<file path="src/rtl/mfp_7seg_scan_ctrl_if.sv">
// Register-side interface of the 7-segment scan controller: data load strobe plus status back to the register slave.
interface mfp_7seg_scan_ctrl_if #(parameter int N_DIGITS = 8);
   logic                  load;
   logic [4*N_DIGITS-1:0] digits;
   logic [N_DIGITS-1:0]   en;
   logic [N_DIGITS-1:0]   dp;
   logic                  frame_done;
   logic                  busy_pending;

   modport master (output load, digits, en, dp, input frame_done, busy_pending);
   modport slave  (input load, digits, en, dp, output frame_done, busy_pending);
endinterface

</file>
<file path="src/rtl/mfp_7seg_scan_ctrl.sv">
// Time-multiplexed scan of an N-digit common-anode 7-segment display with
// double-buffered digit data applied only at frame boundaries.
module mfp_7seg_scan_ctrl #(
   parameter int N_DIGITS     = 8,
   parameter int PRESCALE     = 100000,
   parameter int BLANK_CYCLES = 4
) (
   input  logic                  clk,
   input  logic                  resetn,
   mfp_7seg_scan_ctrl_if.slave   bus,
   output logic [N_DIGITS-1:0]   AN,
   output logic [6:0]            SEG_N,
   output logic                  DP_N
);

   localparam int CNT_MAX = (PRESCALE > BLANK_CYCLES) ? PRESCALE : BLANK_CYCLES;
   localparam int CW      = (CNT_MAX > 1) ? $clog2(CNT_MAX) : 1;
   localparam int IW      = (N_DIGITS > 1) ? $clog2(N_DIGITS) : 1;

   localparam logic [CW-1:0] BLANK_LAST = CW'(BLANK_CYCLES - 1);
   localparam logic [CW-1:0] SHOW_LAST  = CW'(PRESCALE - 1);
   localparam logic [IW-1:0] IDX_LAST   = IW'(N_DIGITS - 1);

   typedef enum logic {ST_BLANK, ST_SHOW} state_t;

   state_t                state;
   logic [IW-1:0]         idx;
   logic [CW-1:0]         cnt;

   logic [4*N_DIGITS-1:0] digits_act, digits_pend;
   logic [N_DIGITS-1:0]   en_act, en_pend;
   logic [N_DIGITS-1:0]   dp_act, dp_pend;
   logic                  busy_q;
   logic                  frame_done_q;

   logic [N_DIGITS-1:0]   show_an;
   logic [6:0]            show_seg;
   logic                  show_dp;

   function automatic logic [6:0] font(input logic [3:0] v);
      logic [6:0] s;
      unique case (v)
         4'h0: s = 7'h01;  4'h1: s = 7'h4F;  4'h2: s = 7'h12;  4'h3: s = 7'h06;
         4'h4: s = 7'h4C;  4'h5: s = 7'h24;  4'h6: s = 7'h20;  4'h7: s = 7'h0F;
         4'h8: s = 7'h00;  4'h9: s = 7'h04;  4'hA: s = 7'h08;  4'hB: s = 7'h60;
         4'hC: s = 7'h31;  4'hD: s = 7'h42;  4'hE: s = 7'h30;  default: s = 7'h38;
      endcase
      return s;
   endfunction

   // Pin values for the SHOW phase of the current digit; registered on SHOW entry.
   always_comb begin
      show_an      = '1;
      show_an[idx] = ~en_act[idx];
      show_seg     = font(digits_act[4*int'(idx) +: 4]);
      show_dp      = ~dp_act[idx];
   end

   always_ff @(posedge clk or negedge resetn) begin
      if (!resetn) begin
         state        <= ST_BLANK;
         idx          <= '0;
         cnt          <= '0;
         digits_act   <= '0;
         en_act       <= '0;
         dp_act       <= '0;
         digits_pend  <= '0;
         en_pend      <= '0;
         dp_pend      <= '0;
         busy_q       <= 1'b0;
         frame_done_q <= 1'b0;
         AN           <= '1;
         SEG_N        <= 7'h7F;
         DP_N         <= 1'b1;
      end else begin
         frame_done_q <= 1'b0;
         if (bus.load) begin
            digits_pend <= bus.digits;
            en_pend     <= bus.en;
            dp_pend     <= bus.dp;
            busy_q      <= 1'b1;
         end
         unique case (state)
            ST_BLANK: begin
               if (cnt == BLANK_LAST) begin
                  state <= ST_SHOW;
                  cnt   <= '0;
                  AN    <= show_an;
                  SEG_N <= show_seg;
                  DP_N  <= show_dp;
               end else begin
                  cnt <= cnt + 1'b1;
               end
            end
            default: begin
               if (cnt == SHOW_LAST) begin
                  state <= ST_BLANK;
                  cnt   <= '0;
                  idx   <= (idx == IDX_LAST) ? '0 : idx + 1'b1;
                  AN    <= '1;
                  SEG_N <= 7'h7F;
                  DP_N  <= 1'b1;
                  // Frame boundary: a load on this very edge bypasses the pending
                  // buffer; these assignments override the pending capture above.
                  if (idx == IDX_LAST) begin
                     frame_done_q <= 1'b1;
                     if (bus.load) begin
                        digits_act <= bus.digits;
                        en_act     <= bus.en;
                        dp_act     <= bus.dp;
                        busy_q     <= 1'b0;
                     end else if (busy_q) begin
                        digits_act <= digits_pend;
                        en_act     <= en_pend;
                        dp_act     <= dp_pend;
                        busy_q     <= 1'b0;
                     end
                  end
               end else begin
                  cnt <= cnt + 1'b1;
               end
            end
         endcase
      end
   end

   assign bus.frame_done   = frame_done_q;
   assign bus.busy_pending = busy_q;

endmodule

</file>
<file path="src/flat_wrapper.sv">
// flat-port wrapper written by rule: the top's interface ports become plain ports
module mfp_7seg_scan_ctrl_flat 
#(
   parameter int N_DIGITS     = 8,
   parameter int PRESCALE     = 100000,
   parameter int BLANK_CYCLES = 4
)
  (clk, resetn, AN, SEG_N, DP_N, bus_load, bus_digits, bus_en, bus_dp, bus_frame_done, bus_busy_pending);
  mfp_7seg_scan_ctrl_if #(.N_DIGITS(N_DIGITS)) bus_i ();
  input  logic clk;
  input  logic resetn;
  output logic [N_DIGITS-1:0] AN;
  output logic [6:0] SEG_N;
  output logic DP_N;
  input wire logic [$bits(bus_i.load)-1:0] bus_load;
  input wire logic [$bits(bus_i.digits)-1:0] bus_digits;
  input wire logic [$bits(bus_i.en)-1:0] bus_en;
  input wire logic [$bits(bus_i.dp)-1:0] bus_dp;
  output wire logic [$bits(bus_i.frame_done)-1:0] bus_frame_done;
  output wire logic [$bits(bus_i.busy_pending)-1:0] bus_busy_pending;
  assign bus_i.load = bus_load;
  assign bus_i.digits = bus_digits;
  assign bus_i.en = bus_en;
  assign bus_i.dp = bus_dp;
  assign bus_frame_done = bus_i.frame_done;
  assign bus_busy_pending = bus_i.busy_pending;
  mfp_7seg_scan_ctrl #(.N_DIGITS(N_DIGITS), .PRESCALE(PRESCALE), .BLANK_CYCLES(BLANK_CYCLES)) u_core (.clk(clk), .resetn(resetn), .bus(bus_i), .AN(AN), .SEG_N(SEG_N), .DP_N(DP_N));
endmodule
</file>
<file path="config.mk">
export PLATFORM = sky130hd
export DESIGN_NAME = mfp_7seg_scan_ctrl_flat
export DESIGN_NICKNAME = d
export VERILOG_FILES = /design/src/rtl/mfp_7seg_scan_ctrl_if.sv /design/src/rtl/mfp_7seg_scan_ctrl.sv /design/src/flat_wrapper.sv
export SDC_FILE = /design/constraint.sdc
export NUM_CORES = 1
export LEC_CHECK = 0
export CAP_MARGIN = 20
export CORE_AREA = 2 2 103 105
export CTS_CLUSTER_DIAMETER = 100
export DETAILED_ROUTE_END_ITERATION = 10
export DIE_AREA = 0 0 105 107
export PLACE_DENSITY = 0.83
export SKIP_LAST_GASP = 1
export SYNTH_ARGS = -nofsm -noshare
export SYNTH_HDL_FRONTEND = slang
export SYNTH_SLANG_ARGS = --single-unit
export TNS_END_PERCENT = 1
</file>
<file path="constraint.sdc">
create_clock -name clk -period 6.55 [get_ports clk]
set_input_delay 1.31 -clock clk [delete_from_list [all_inputs] [get_ports clk]]
set_output_delay 1.31 -clock clk [all_outputs]
set_load 0.01 [all_outputs]
</file>
==> results.sh <==
export IMPL_clkSinkCount=135
export IMPL_grt_overflow=0
export IMPL_achievable_frequency_mhz=326
export IMPL_synthCells=415
export IMPL_finish_utilization=0.729
export IMPL_drtAntennaViolNets=0
export IMPL_crit_arrival_ps=3480
export IMPL_drt_wirelength_per_cell_um=17.3
export IMPL_clk_root_buffer_cell="clkbuf_8"
export IMPL_worstHoldPathCells=1
export IMPL_worstSkewPairLatency_ps=510
export IMPL_drt_pass1_iter_count=4
export IMPL_cp_required_ps=6960
export IMPL_clock_tree_from_tritoncts="done"
export IMPL_critical_path_endpoint_type="register"
export IMPL_synth_edf_count=0
export IMPL_detailroute_wirelength_met3_um=425
export IMPL_ff2ff_path_depth=7
export IMPL_final_setup_tns_ps=0
export IMPL_numCtsBuffers=17
export IMPL_synthToLayoutAreaGrowth_pct=23.6
export IMPL_route_top_layer_used="met4"
export IMPL_design_die_area_um2=11200
export IMPL_ys_top_cells_by_area="dfrtp_1 (50%), mux2_2 (16%), dfstp_2 (7.1%)"
export IMPL_vdd_ir_max_mv=0.165
export IMPL_ctsLongestPathBuffers=2
export IMPL_die_w_um=105
export IMPL_clk_pin_slew_worst_paths_ps=60
export IMPL_seq_area_frac_synth=0.571
export IMPL_path_class="reg -> reg"
export IMPL_vias=3524
export IMPL_vias_per_cell=5.57
export IMPL_grt_antenna_before_repair=0
export IMPL_grt_pass1_wl_mm=19.0
export IMPL_setup_violations_final=0
export IMPL_layout_cell_area_non_filler_um2=7360
export IMPL_post_cts_resize_count=0
export IMPL_synth_yosys_warnings=0
export IMPL_synthMostInstantiatedCell="dfrtp_1"
export IMPL_cp_start_kind="register"
export IMPL_timing_final_hold_violations=0
export IMPL_worst_slew_pin_transition_ps=968
export IMPL_synth_avg_cell_area_um2=14.3
export IMPL_mappedNetlistNets=475
export IMPL_power_per_cell_area_nw_per_um2=265
export IMPL_met2WireLength_mm=5.50
export IMPL_remaining_drc_errors=0
export IMPL_holdCritPathClass="reg -> reg"
export IMPL_post_cts_repair_setup_buffers=0
export IMPL_synth_area_um2=5950
export IMPL_initial_core_util=0.590
export IMPL_fillers=699
export IMPL_synth_distinct_cells=42
export IMPL_num_nets_final=544
export IMPL_dpl_cell_area_um2=6710
export IMPL_fp_coreArea_um2=10100
export IMPL_power_static_leakage_nw=3.25
export IMPL_synthDominantCellAreaShare=0.500
export IMPL_drive_above_1_share=0.344
export IMPL_first_global_vias=3775
export IMPL_antenna_cells_inserted=0
export IMPL_outcome="finished clean"
export IMPL_grt_util_overall=0.221
export IMPL_die_height_um=107
export IMPL_grt_start_max_net_pins=84
export IMPL_slew_limit_headroom=0.350
export IMPL_detailed_place_hpwl_mm=7.32
export IMPL_finalWirelength_mm=11.0
export IMPL_synth_ff_latch_count=135
export IMPL_routability_congestion_estimate=0.821
export IMPL_finalCritPeriodShare=0.469
export IMPL_worst_clock_skew_ps=8.50
export IMPL_asyncSetResetFlopFracSynth=1.00
export IMPL_final_min_clock_period_ps=3070
export IMPL_synth_ff_type="dfrtp_1"
export IMPL_layout_setup_ws_ps=3480
export IMPL_detail_route_iter0_violations=117
export IMPL_worst_path_max_fanout=17
export IMPL_rsz0062_at_grt="false"
export IMPL_cap_viol_max_count=0
export IMPL_buffer_ports_inserted=68
export IMPL_cts_htree_levels=4
export IMPL_hold_buffers=0
export IMPL_synth_largest_area_cell="dfrtp_1"
export IMPL_ioPinCount=69
export IMPL_timing_final_max_slew_violations=0
export IMPL_met1Wirelength_mm=4.92
export IMPL_row_count=37
export IMPL_synthTopCellsByCount="dfrtp_1 (119), mux2_2 (83), nor2_1 (21)"
export IMPL_dp_slack_ps=3310
==> flip-flops by register name, summed over array words and instances (netlist names) <==
name,count
u_core.state,1
u_core.bus.busy_pending,1
u_core.dp_pend,8
u_core.en_act,8
u_core.digits_act,32
u_core.idx,3
u_core.dp_act,8
u_core.AN,8
u_core.bus.frame_done,1
u_core.cnt,17
u_core.digits_pend,32
u_core.SEG_N,7
u_core.en_pend,8
u_core.DP_N,1
==> final cells by class <==
cell class / count / area, um2 / area share
clock inverter: 11 / 171 / 0.0233
tap: 136 / 170 / 0.0231
multi-input combinational: 251 / 2420 / 0.329
timing repair buffer: 72 / 723 / 0.0983
clock buffer: 21 / 449 / 0.0610
sequential: 135 / 3400 / 0.462
inverter: 7 / 26.3 / 0.00357
==> worst max-delay path: stages, from the launching register on <==
cell and delay, ps:
dfrtp_1 850, mux4_2 580, mux2i_1 530, inv_1 170
ha_1 260, or3_1 400, o221ai_1 90, a2bb2oi_1 90
==> power by group <==
part | switching (mW) | leakage (nW) | total (mW) | internal, mW
sequential | 0.00727 | 1.69 | 0.872 | 0.864
clock | 0.340 | 0.299 | 0.979 | 0.639
combinational | 0.0436 | 1.26 | 0.0992 | 0.0556
==> routing by layer <==
| metal | global-route usage | up-vias |
|---|---|---|
| li1 | - | 1640 |
| met1 | 0.287 | 1794 |
| met2 | 0.358 | 80 |
| met3 | 0.0650 | 10 |
| met4 | 0.0762 | 0 |
| met5 | 0 | - |
==> per-stage QoR <==
stage               total power [mW]  hold WS [ps]  cells
finish                          1.95           494    633
global route                    2.02           507    633
CTS                             1.97           497    632
detailed placement             0.984           484    600
global placement               0.980           482    600
floorplan                      0.925           460    415
==> placed cells by master, fill, tap and decap left out, drive strengths merged, types with 11 or more instances in the layout <==
master,instances
a31oi,12
nor2,21
clkbuf,21
nor3,17
mux4,12
clkdlybuf4s50,66
mux2,103
nand2,11
dfrtp,119
dfstp,16
==> logic make-up after synthesis <==
family / synth area share
simple gates: 0.0748
flops: 0.571
mux: 0.263
compound gates: 0.0265
xor+xnor: 0.0235
buf+inv: 0.0223
fa+ha+maj: 0.0189
==> final timing paths <==
kind | endpoint | startpoint | slack (ps)
max | u_core.SEG_N[6]$_DFFE_PN1P_ | u_core.idx[1]$_DFFE_PN0P_ | 3480
min | u_core.dp_pend[3]$_DFFE_PN0P_ | u_core.dp_pend[3]$_DFFE_PN0P_ | 490
max reg2reg | u_core.SEG_N[6]$_DFFE_PN1P_ | u_core.idx[1]$_DFFE_PN0P_ | 3480
min reg2reg | u_core.dp_pend[3]$_DFFE_PN0P_ | u_core.dp_pend[3]$_DFFE_PN0P_ | 490
max in group asynchronous | u_core.en_pend[2]$_DFFE_PN0P_ | resetn | 5050
min in group asynchronous | u_core.dp_act[2]$_DFFE_PN0P_ | resetn | 620
Power figures use the tool's default switching activity.
